**src/rtl/frontend_ctrl_pkg.sv**
```systemverilog
// Shared types and constants for the frontend reset/flush sequencer.
// Holds the sequencer state enum, default parameters and a width helper.
package frontend_ctrl_pkg;

    typedef enum logic [1:0] {
        HOLD    = 2'd0,
        RELEASE = 2'd1,
        RUN     = 2'd2,
        FLUSH   = 2'd3
    } state_e;

    localparam int DEF_N_STAGES     = 3;
    localparam int DEF_RST_CYCLES   = 4;
    localparam int DEF_STAGE_GAP    = 2;
    localparam int DEF_N_REQ        = 2;
    localparam int DEF_FLUSH_CYCLES = 2;

    // One counter is shared by hold, release-gap and flush timing,
    // so it must hold the largest of the three terminal counts.
    function automatic int cnt_width(input int a, input int b, input int c);
        int m;
        m = a;
        if (b > m) m = b;
        if (c > m) m = c;
        return $clog2(m + 1);
    endfunction

endpackage

```
**src/rtl/frontend_rst_ctrl_prio_arb.sv**
```systemverilog
// Fixed-priority arbiter, lowest asserted index wins.
// Ports: req (N requests in), gnt (one-hot grant out, zero when idle).
module prio_arb #(
    parameter int N = 2
) (
    input  logic [N-1:0] req,
    output logic [N-1:0] gnt
);

    // Two's-complement trick isolates the lowest set bit.
    always_comb begin
        gnt = req & (~req + 1'b1);
    end

endmodule

```
**src/rtl/frontend_rst_ctrl.sv**
```systemverilog
// Reset/flush sequencer for the fetch frontend: timed staged reset release,
// then prioritised flush pulses. Ports: clk_i, rst_i, flush_req_i/ack_o,
// flush_o, stage_rst_o, stage_en_o, ready_o. All outputs registered.
module frontend_rst_ctrl
    import frontend_ctrl_pkg::*;
#(
    parameter int N_STAGES     = DEF_N_STAGES,
    parameter int RST_CYCLES   = DEF_RST_CYCLES,
    parameter int STAGE_GAP    = DEF_STAGE_GAP,
    parameter int N_REQ        = DEF_N_REQ,
    parameter int FLUSH_CYCLES = DEF_FLUSH_CYCLES
) (
    input  logic                clk_i,
    input  logic                rst_i,
    input  logic [N_REQ-1:0]    flush_req_i,
    output logic [N_REQ-1:0]    flush_ack_o,
    output logic                flush_o,
    output logic [N_STAGES-1:0] stage_rst_o,
    output logic [N_STAGES-1:0] stage_en_o,
    output logic                ready_o
);

    localparam int CW = cnt_width(RST_CYCLES, STAGE_GAP, FLUSH_CYCLES);

    localparam logic [CW-1:0] RST_LAST = CW'(RST_CYCLES - 1);
    localparam logic [CW-1:0] GAP_LAST = CW'(STAGE_GAP - 1);
    localparam logic [CW-1:0] FL_LAST  = CW'(FLUSH_CYCLES - 1);

    state_e              state_q, state_d;
    logic [CW-1:0]       cnt_q, cnt_d;
    logic [N_STAGES-1:0] stage_rst_q, stage_rst_d;
    logic [N_STAGES-1:0] stage_en_q, stage_en_d;
    logic                ready_q, ready_d;
    logic                flush_q, flush_d;
    logic [N_REQ-1:0]    ack_q, ack_d;
    logic [N_REQ-1:0]    gnt;

    prio_arb #(
        .N(N_REQ)
    ) u_arb (
        .req(flush_req_i),
        .gnt(gnt)
    );

    always_comb begin
        state_d     = state_q;
        cnt_d       = cnt_q;
        stage_rst_d = stage_rst_q;
        stage_en_d  = stage_en_q;
        ready_d     = ready_q;
        flush_d     = flush_q;
        ack_d       = '0;

        unique case (state_q)
            HOLD: begin
                stage_rst_d = '1;
                stage_en_d  = '0;
                ready_d     = 1'b0;
                flush_d     = 1'b0;
                if (cnt_q == RST_LAST) begin
                    // Stage 0 leaves reset on the last hold edge.
                    cnt_d       = '0;
                    stage_rst_d = {N_STAGES{1'b1}} << 1;
                    state_d     = RELEASE;
                end else begin
                    cnt_d = cnt_q + 1'b1;
                end
            end
            RELEASE: begin
                // Stage reset is a shift register of ones draining
                // toward the top; enables trail it by one edge.
                stage_en_d = ~stage_rst_q;
                if (stage_rst_q == '0) begin
                    state_d    = RUN;
                    stage_en_d = '1;
                    ready_d    = 1'b1;
                    cnt_d      = '0;
                end else if (cnt_q == GAP_LAST) begin
                    stage_rst_d = stage_rst_q << 1;
                    cnt_d       = '0;
                end else begin
                    cnt_d = cnt_q + 1'b1;
                end
            end
            RUN: begin
                if (|flush_req_i) begin
                    state_d    = FLUSH;
                    flush_d    = 1'b1;
                    ack_d      = gnt;
                    stage_en_d = '0;
                    ready_d    = 1'b0;
                    cnt_d      = '0;
                end
            end
            FLUSH: begin
                if (cnt_q == FL_LAST) begin
                    state_d    = RUN;
                    flush_d    = 1'b0;
                    stage_en_d = '1;
                    ready_d    = 1'b1;
                    cnt_d      = '0;
                end else begin
                    cnt_d = cnt_q + 1'b1;
                end
            end
            default: begin
                state_d = HOLD;
                cnt_d   = '0;
            end
        endcase
    end

    always_ff @(posedge clk_i) begin
        if (rst_i) begin
            state_q     <= HOLD;
            cnt_q       <= '0;
            stage_rst_q <= '1;
            stage_en_q  <= '0;
            ready_q     <= 1'b0;
            flush_q     <= 1'b0;
            ack_q       <= '0;
        end else begin
            state_q     <= state_d;
            cnt_q       <= cnt_d;
            stage_rst_q <= stage_rst_d;
            stage_en_q  <= stage_en_d;
            ready_q     <= ready_d;
            flush_q     <= flush_d;
            ack_q       <= ack_d;
        end
    end

    assign flush_ack_o = ack_q;
    assign flush_o     = flush_q;
    assign stage_rst_o = stage_rst_q;
    assign stage_en_o  = stage_en_q;
    assign ready_o     = ready_q;

endmodule

```
**config.mk**
```make
export PLATFORM = sky130hd
export DESIGN_NAME = frontend_rst_ctrl
export DESIGN_NICKNAME = d
export VERILOG_FILES = /design/src/rtl/frontend_ctrl_pkg.sv /design/src/rtl/frontend_rst_ctrl_prio_arb.sv /design/src/rtl/frontend_rst_ctrl.sv
export SDC_FILE = /design/constraint.sdc
export NUM_CORES = 1
export LEC_CHECK = 0
export ABC_AREA = 1
export CAP_MARGIN = 20
export CORE_MARGIN = 10
export CORE_UTILIZATION = 43
export CTS_CLUSTER_DIAMETER = 40
export CTS_CLUSTER_SIZE = 10
export DETAILED_ROUTE_END_ITERATION = 16
export PLACE_DENSITY = 0.75
export SYNTH_ARGS = -nofsm -noshare
export SYNTH_HDL_FRONTEND = slang
export SYNTH_SLANG_ARGS = --single-unit
```
**constraint.sdc**
```tcl
create_clock -name clk_i -period 1.2 [get_ports clk_i]
set_clock_uncertainty 0.2 [all_clocks]
set_input_delay 0.24 -clock clk_i [delete_from_list [all_inputs] [get_ports clk_i]]
set_output_delay 0.24 -clock clk_i [all_outputs]
set_load 0.02 [all_outputs]
```
==> results of run 1 <==
==> state kept, by name, indices dropped and copies added, names as in the netlist <==
register,flops
cnt_q,3
stage_en_o,3
stage_rst_o,3
flush_ack_o,2
state_q,2
flush_o,1
ready_o,1
==> cells in the final DEF, fill, tap and decap left out, types with 3 or more instances in the layout <==
cell	Yosys	routed
nand3_2	0	4
nand2_1	26	14
dfxtp_4	0	3
dfxtp_2	0	11
buf_4	0	15
clkdlybuf4s50_1	0	3
nand3_1	9	4
nand2_2	2	10
ha_4	0	3
buf_6	0	11
nand2_4	0	4
a21oi_1	7	4
inv_2	2	7
inv_1	14	8
clkbuf_4	0	3
nor2_1	9	5
a31oi_1	3	3
==> cells by family after synthesis <==
group | count (synthesis) | share of synthesized area
buffers and inverters | 17 | 0.0929
adder cells (fa/ha/maj) | 4 | 0.0714
AO/OA/AOI/OAI | 12 | 0.0929
AND/OR/NAND/NOR | 51 | 0.314
flip-flops | 15 | 0.429
==> where the power goes <==
part           total [mW]  internal, mW  switching, mW
logic                1.41         0.640          0.772
clock network       0.296         0.124          0.172
registers           0.775         0.645          0.129
==> cell usage after synthesis (all sizes together) <==
master / count / area share
inv: 16 / 0.086
dfxtp: 15 / 0.43
nand4: 1 / 0.0089
nor2: 9 / 0.048
buf: 1 / 0.0071
a21oi: 7 / 0.050
nor3: 1 / 0.0071
nand2: 28 / 0.16
o22ai: 1 / 0.0089
a31oi: 3 / 0.027
nand3b: 1 / 0.011
nand3: 9 / 0.064
o21ai: 1 / 0.0071
ha: 4 / 0.071
or2: 2 / 0.018
==> through the flow <==
stage	setup TNS [ns]	std cells	hold slack, ns	power (mW)	instance area, um2
after floorplan	-0.242	99	0.166	1.24	716
after global placement	-5.14	139	0.248	1.61	951
after detailed placement	-5.64	139	0.255	1.64	951
after CTS	-1.00	145	0.278	2.17	1100
after global routing	-2.43	147	0.306	2.65	1200
final	-1.56	147	0.281	2.48	1200
==> tightest hold or removal path, stage by stage (launching register included) <==
cell and delay, ns:
dfxtp_2 0.34, nand2_1 0.06, a21oi_1 0.06
==> what timing repair did <==
| item | CTS | global route |
|---|---|---|
| setup endpoints to repair | 23 | 25 |
| setup buffers | 2 | 2 |
| hold buffers | 0 | 0 |
| gates resized for setup | 93 | 25 |
| pin swaps | 8 | 11 |
==> metal layers <==
| layer | share of wire | wire length (um) | vias up |
|---|---|---|---|
| li1 | - | - | 382 |
| met5 | 0 | 0 | - |
| met3 | 0.057 | 135 | 7 |
| met1 | 0.38 | 896 | 373 |
| met2 | 0.54 | 1280 | 25 |
| met4 | 0.017 | 39 | 0 |
==> final cells by class <==
cell class | count | share of cell area
clock buffers | 3 | 0.0188
clock inverters | 1 | 0.00417
inverters | 16 | 0.0521
multi-input cells | 67 | 0.416
flip-flops and latches | 15 | 0.271
well taps | 16 | 0.0167
repair buffers | 29 | 0.222
==> worst paths after layout <==
| path | start | end | slack, ns | cells after the start |
|---|---|---|---|---|
| worst max-delay path | cnt_q[1]$_SDFFE_PP0P_ | stage_rst_o[2]$_SDFFE_PP1P_ | -0.16 | 8 |
| worst min register to register | ready_o$_SDFFE_PP0P_ | ready_o$_SDFFE_PP0P_ | 0.28 | 2 |
| worst max register to register | cnt_q[1]$_SDFFE_PP0P_ | stage_rst_o[2]$_SDFFE_PP1P_ | -0.16 | 8 |
| worst min-delay path | ready_o$_SDFFE_PP0P_ | ready_o$_SDFFE_PP0P_ | 0.28 | 2 |
==> metrics, run 1 <==
PnR worst setup slack=-0.157 ns; CP peak stage delay=0.38 ns; Crit Path Max Fanout=4; CTS tree=built; Lkg Pwr=0.536 nW; DP Wirelength=1.34 mm; FF+latch count, synth=15; Area Growth Syn to Fin=71.4%; DRC viols=0; per-cell routed wire length=16.0 um; pin count of the biggest net entering global routing=10; Max Cap Viol=0; critical path's slowest cell=dfxtp_4; port bufs=13; critical path cell sequence=inv_2 -> ha_4 -> nand2_4 -> inv_4 -> nand3_4 -> nand2_2 -> nand2_2 -> nand3_2; die width=60.4 um; Slew Limit Fails=0; fin crit share=1.13; clock root buffer=clkbuf_4; number of cell rows=14; synth unique cells=17; register area share after synthesis=0.429; filler cell count=93; Skew-Pair Late Insertion Delay=0.29 ns; minimum clock period=1.36 ns; DRT Wirelength=2.36 mm; post-synthesis cell area=around 700 um2; met2 usage=0.199; Vias per Instance=roughly 5.4; storage element area=about 330 um2; Final setup violation count=15; final hold vios=0; post-layout util=0.788; Synthesized Nets=107; initial antenna violation count=0; Final ANT Viol Nets=0; global-route wire length before repair=3.24 mm; pwr dens=2070 mW/mm2; Startpoint Class=flop; Placement Setup Slack=-0.362 ns; most used routing layer=met2; Peak VDD IR=1180 uV; multi-input logic area=499 um2; Slew HR=0.832; DRT Pass-1 Iters=4; Vias=787; GRT Total Usage=0.114; core area=roughly 0.0015 mm2; Max Buffers Root-to-Sink=2; Achievable Freq=0.737 GHz; GP Congestion=0.789; CP endpoint kind=flop; delay-heaviest family, CP=simple AND/OR/NAND/NOR gates; io pins=14; met3 GRT Util=0.0397; Synth Area per Inst=between 7 and 8 um2; worst min path class=flop to flop; Layout Nets=140; layout cell share with drive strength beyond 1=0.626; die area=approximately 0.0036 mm2; ant diodes=0; Crit path top cell by count=nand2_2; Detailed Route Iter0 Violations=39; Global Route met1 Usage=0.115; overflow left after global routing=0; CTS clock-pin slew for the worst setup and hold paths=0.09 ns; Synth Instances=99; Worst Tran Pin Value=around 0.25 ns; failing checks=negative setup slack; H-Tree Depth=1; vias in the first global route=770; Buffers & Inverters on Critical Path=2; RSZ-0062 raised after global routing=yes; worst path arrival time=1.32 ns; CTS Buf Count=3; critical path type=flop to flop; Die Span Y=60.4 um; status=finished, violations left; synth warn=0; Crit path required time=1.16 ns; clock sink total=15; Initial Utilization=0.460
(Power assumes the default switching activity.)
==> run 2, diff against run 1 <==
==> constraint.sdc (replaced) <==
create_clock -name clk_i -period 1.2 [get_ports clk_i]
set_clock_uncertainty 0.2 [all_clocks]
set_input_delay 0.18 -clock clk_i [delete_from_list [all_inputs] [get_ports clk_i]]
set_output_delay 0.18 -clock clk_i [all_outputs]
set_load 0.02 [all_outputs]
==> metrics, run 2 (synthesized netlist as in run 1, its figures left out) <==
pin count of the biggest net entering global routing=10 (unchanged); GRT Total Usage=0.109 (-0.00458); layout cell share with drive strength beyond 1=0.538 (-0.0875); initial antenna violation count=0 (unchanged); core area=0.00152 mm2 (unchanged); Worst Hold Launch=flush_req_i[1]; RSZ-0062 raised after global routing=yes; PnR worst setup slack=-0.139 ns (+0.0180 ns); status=finished, violations left; Vias per Instance=5.01 (-6.4%); power share of the clock group=0.121 (+0.002); hold slack=0.269 ns (-0.0115 ns); DRT Pass-1 Iters=4 (unchanged); Area Growth Syn to Fin=62.1%; Seq pwr share=0.316 (+0.004); Final ANT Viol Nets=0 (unchanged); minimum clock period=1.34 ns (-0.0180 ns); Worst Tran Pin Value=0.262 ns (+0.0103 ns); DRT Wirelength=2.04 mm (-13%); clock root buffer=clkbuf_4; critical path type=flop to flop; setup TNS=-1.39 ns (+0.172 ns); Hold Path Sink=flush_ack_o[1]$_SDFF_PP0_; Skew-Pair Late Insertion Delay=0.28 ns (about the same); Sw Share=0.423 (-0.00981); DP Wirelength=1.26 mm (-6.5%); Max Cap Viol=0 (unchanged); Crit Path Max Fanout=3 (-1); Slew HR=0.825 (-0.00645); Startpoint Class=flop; Placement Setup Slack=-0.269 ns (+0.0935 ns); Initial Utilization=0.460 (unchanged); Layout Nets=139 (-0.71%); GP Congestion=0.799 (+1.3%); final hold vios=0 (unchanged); hold path depth=3 (+1); CP endpoint kind=flop; Vias=732 (-7.0%); CTS Buf Count=3 (unchanged); dpl cell area=943 um2 (-0.79%); pwr dens=2120 mW/mm2 (+2.5%); launching point of the worst reg2reg path=cnt_q[1]$_SDFFE_PP0P_; combinational share of power=0.564 (-0.005); per-cell routed wire length=14.0 um (-13%); Crit path required time=1.21 ns (+0.05 ns); post-layout util=0.745 (-0.0427); FF-to-FF setup slack=-0.14 ns (+0.02 ns); most frequent cells in the layout=18 x nand2_1, 17 x buf_4, 8 x inv_1, 8 x dfxtp_1, 7 x inv_2; most common library cell in the layout ignoring fill and taps=nand2_1; Final setup violation count=13 (-2); CTS clock-pin slew for the worst setup and hold paths=0.10 ns (about the same); DRC viols=0 (unchanged); fin crit share=1.12 (-0.0150); worst min path class=input port to flop; overflow left after global routing=0 (unchanged); Lkg Pwr=0.510 nW (-4.9%); DRT met1 WL=804 um (-10%); Peak VDD IR=1130 uV (-3.6%); vias in the first global route=735 (-4.5%); Top Metal Used=met4; Achievable Freq=0.747 GHz (+1.3%); Die Span Y=60.4 um (unchanged); sw power=1.02 mW (-5.3%); io pins=14 (unchanged); metal3 WL=130 um (-3.7%); clock sink total=15 (unchanged); failing checks=negative setup slack; reg2reg end=cnt_q[0]$_SDFFE_PP0P_; Max Buffers Root-to-Sink=2 (unchanged); H-Tree Depth=1 (unchanged); ant diodes=0 (unchanged); met2 wire length=1.07 mm (-17%); number of cell rows=14 (unchanged); die area=0.00364 mm2 (unchanged); CTS tree=built; worst path arrival time=1.35 ns (+0.03 ns); Internal Pwr Total=1.39 mW (-1.4%); port bufs=13 (unchanged); cell depth of the worst flop-to-flop path=7 (-1); Slew Limit Fails=0 (unchanged); global-route wire length before repair=3.16 mm (-2.6%); Detailed Route Iter0 Violations=23 (-41%); Final Cell Area=0.00114 mm2 (-5.4%); die width=60.4 um (unchanged)
==> run 2: metal layers <==
| layer | global-route usage | vias up |
|---|---|---|
| met3 | 0.0355 | 4 |
| met1 | 0.119 | 336 |
| met5 | 0 | - |
| met4 | 0.0321 | 0 |
| li1 | - | 375 |
| met2 | 0.196 | 17 |
==> run 2: how the worst max path moves through the flow <==
stage | end | cells after the start | slack, ns | start
2_1_floorplan | cnt_q[2]$_SDFFE_PP0P_ | 4 | -0.04 | cnt_q[1]$_SDFFE_PP0P_
5_1_grt | stage_en_o[2]$_SDFFE_PP0P_ | 7 | -0.21 | cnt_q[1]$_SDFFE_PP0P_
4_1_cts | cnt_q[1]$_SDFFE_PP0P_ | 7 | -0.15 | cnt_q[0]$_SDFFE_PP0P_
6_report | cnt_q[0]$_SDFFE_PP0P_ | 7 | -0.14 | cnt_q[1]$_SDFFE_PP0P_
3_5_place_dp | cnt_q[0]$_SDFFE_PP0P_ | 7 | -0.27 | flush_req_i[1]
3_3_place_gp | state_q[0]$_SDFFE_PP0P_ | 6 | -0.26 | flush_req_i[1]
==> run 2: final cells by class <==
class	instances	area, um2
well taps	16	20.0
fillers	111	388
clock buffers	3	22.5
flip-flops and latches	15	314
inverters	16	62.6
clock inverters	1	5.00
multi-input cells	67	489
repair buffers	28	223
==> run 2: critical path: stages, from the launching register on <==
cell and delay, ns:
dfxtp_2 0.37, inv_2 0.05, ha_4 0.17, a21oi_4 0.14, nand2_1 0.08, nand2_2 0.08
nand2_1 0.05, a21oi_1 0.12
==> run 2: per-stage QoR <==
step                      power (mW)  std cells
after CTS                       2.19        145
final                           2.41        146
after global routing            2.59        146
after floorplan                 1.24         99
after global placement          1.62        138
after detailed placement        1.64        138
==> run 2: power by group through the flow <==
stage	combinational (mW)	sequential [mW]	clock (mW)
2_1_floorplan	0.466	0.777	0
3_3_place_gp	0.904	0.712	0
3_5_place_dp	0.925	0.715	0
4_1_cts	1.16	0.740	0.296
5_1_grt	1.49	0.773	0.334
6_report	1.36	0.760	0.290
==> run 2: timing repair <==
action                     CTS  global route
hold buffers                 0             0
setup endpoints to repair   23            21
pin swaps                   10             9
setup buffers                3             1
gates resized for setup     73            22
==> run 3, diff against run 2 <==
CORE_UTILIZATION = 46   (was 43)
CTS_BUF_LIST = sky130_fd_sc_hd__clkbuf_8   (was unset)
HOLD_SLACK_MARGIN = 0.12   (was unset)
PLACE_DENSITY = 0.79   (was 0.75)
==> metrics, run 3 (synthesized netlist as in run 1, its figures left out) <==
status=finished, violations left; failing checks=negative setup slack; Final ANT Viol Nets=0 (unchanged); core area=0.00147 mm2 (-3.4%); cell depth of the worst flop-to-flop path=7 (unchanged); CTS tree=built; filler-free cell count of the finished design=143 (-2.1%); CTS hold repair buffers=0 (unchanged); RSZ-0062 raised after global routing=yes; Buffers & Inverters on Critical Path=2 (+1); Hold Path Sink=ready_o$_SDFFE_PP0P_; Layout Nets=136 (-2.2%); critical path's slowest cell=dfxtp_4; ant diodes=0 (unchanged); vias in the first global route=733 (-0.27%); most frequent cells in the layout=18 x nand2_1, 12 x buf_4, 10 x inv_1, 10 x dfxtp_1, 10 x buf_2; multi-input logic area=464 um2 (-5.1%); pin count of the biggest net entering global routing=9 (-1); FF-to-FF setup slack=-0.15 ns (about the same); CTS Buf Count=3 (unchanged); critical path cell sequence=inv_2 -> ha_4 -> nand2_4 -> inv_4 -> nand3_4 -> nand3_1 -> nand3_1; hold path depth=2 (-1); layout cell share with drive strength beyond 1=0.480 (-0.0581); final hold vios=0 (unchanged); die width=59.0 um (-2.2%); GRT Total Usage=0.111 (+0.00149); DRT Pass-1 Iters=4 (unchanged); GP Congestion=0.792 (-0.93%); H-Tree Depth=1 (unchanged); launching point of the worst reg2reg path=cnt_q[1]$_SDFFE_PP0P_; Max Buffers Root-to-Sink=2 (unchanged); Vias per Instance=5.24 (+4.5%); most common library cell in the layout ignoring fill and taps=nand2_1; DP Wirelength=1.36 mm (+8.0%); Peak VDD IR=1430 uV (+26%); Final Cell Area=0.00107 mm2 (-5.5%); per-cell routed wire length=14.8 um (+6.2%); Crit path required time=1.12 ns (-0.09 ns); reg2reg end=stage_rst_o[1]$_SDFFE_PP1P_; delay-heaviest family, CP=simple AND/OR/NAND/NOR gates; Worst Tran Pin Value=0.247 ns (-0.0146 ns); Skew-Pair Late Insertion Delay=0.25 ns (-0.03 ns); io pins=14 (unchanged); Crit Path Max Fanout=4 (+1); CP endpoint kind=flop; dpl cell area=951 um2 (+0.80%); Slew HR=0.835 (+0.00928); CP peak stage delay=0.36 ns (about the same); filler cell count=113 (+1.8%); setup TNS=-1.22 ns (+0.166 ns); fin crit share=1.13 (+0.00933); Lkg Pwr=0.487 nW (-4.6%); critical path type=flop to flop; Final setup violation count=13 (unchanged); clock sink total=15 (unchanged); number of cell rows=14 (unchanged); PnR worst setup slack=-0.150 ns (-0.0112 ns); initial antenna violation count=0 (unchanged); die area=0.00348 mm2 (-4.4%); worst path arrival time=1.27 ns (-0.08 ns); pwr dens=2190 mW/mm2 (+3.4%); placed cells=139 (+0.72%); global-route wire length before repair=3.04 mm (-3.9%); hold slack=0.259 ns (-0.0100 ns); Vias=749 (+2.3%); DRT Wirelength=2.12 mm (+4.0%); port bufs=13 (unchanged); Max Cap Viol=0 (unchanged); minimum clock period=1.35 ns (+0.0112 ns); Startpoint Class=flop; Crit path top cell by count=nand3_1; worst min path class=flop to flop; storage element area=312 um2 (-0.80%); DRC viols=0 (unchanged); clock root buffer=clkbuf_8; Area Growth Syn to Fin=53.2%; Die Span Y=59.0 um (-2.2%); Detailed Route Iter0 Violations=17 (-26%); Initial Utilization=0.476 (+0.0164); Achievable Freq=0.741 GHz (-0.83%); CTS clock-pin slew for the worst setup and hold paths=0.06 ns (-0.04 ns); overflow left after global routing=0 (unchanged); Worst Hold Launch=ready_o$_SDFFE_PP0P_; Slew Limit Fails=0 (unchanged)
## run 3: cell count changes in the layout (fill, tap and decap cells not counted), moves of 3 or more
cell      before  now
clkbuf_8       0    3
clkbuf_4       3    0
buf_4         17   12
buf_6          4    0
buf_2          4   10
## run 3: worst max path at each step
stage | end | depth (start not counted) | slack, ns | from
6_report | stage_rst_o[1]$_SDFFE_PP1P_ | 7 | -0.15 | cnt_q[1]$_SDFFE_PP0P_
3_3_place_gp | cnt_q[2]$_SDFFE_PP0P_ | 5 | -0.26 | flush_req_i[1]
3_5_place_dp | flush_o$_SDFFE_PP0P_ | 6 | -0.29 | flush_req_i[1]
4_1_cts | flush_o$_SDFFE_PP0P_ | 7 | -0.13 | cnt_q[1]$_SDFFE_PP0P_
5_1_grt | stage_rst_o[1]$_SDFFE_PP1P_ | 7 | -0.19 | cnt_q[1]$_SDFFE_PP0P_
2_1_floorplan | cnt_q[2]$_SDFFE_PP0P_ | 4 | -0.04 | cnt_q[1]$_SDFFE_PP0P_
## run 3: through the flow
stage | power [mW] | utilization | setup slack, ns
floorplan | 1.24 | - | -0.0424
global placement | 1.62 | 0.646 | -0.255
detailed placement | 1.65 | 0.646 | -0.289
CTS | 2.20 | 0.709 | -0.125
global route | 2.49 | 0.730 | -0.187
finish | 2.35 | 0.730 | -0.150
## run 3: final cells by class
cell class	instances	area share
Multi-Input combinational cell	67	0.432
Clock buffer	3	0.0385
Inverter	16	0.0583
Clock inverter	1	0.00350
Tap cell	16	0.0186
Sequential cell	15	0.290
Timing Repair Buffer	25	0.159
## run 3: worst reg2reg max path: stages, from the launching register on
cell	delay [ns]
dfxtp_4	0.36
inv_2	0.06
ha_4	0.16
nand2_4	0.07
inv_4	0.07
nand3_4	0.10
nand3_1	0.12
nand3_1	0.08
## run 3: routing by layer
metal | track usage | part of all wire | vias up
li1 | - | - | 372
met1 | 0.101 | 0.39 | 334
met2 | 0.197 | 0.48 | 30
met3 | 0.0408 | 0.076 | 13
met4 | 0.0787 | 0.054 | 0
met5 | 0 | 0 | -
## run 3: timing repair
action                                 in CTS  in global routing
buffers inserted                            0                  0
resized for setup                          60                 16
pin swaps                                  11                 13
endpoints found under the hold margin       0                  0
setup endpoints to repair                  23                 17
## run 3: where the power goes
| part | internal, mW | switching, mW | leakage, nW |
|---|---|---|---|
| Sequential | 0.632 | 0.119 | 0.124 |
| Clock | 0.226 | 0.176 | 0.0269 |
| Combinational | 0.497 | 0.702 | 0.336 |
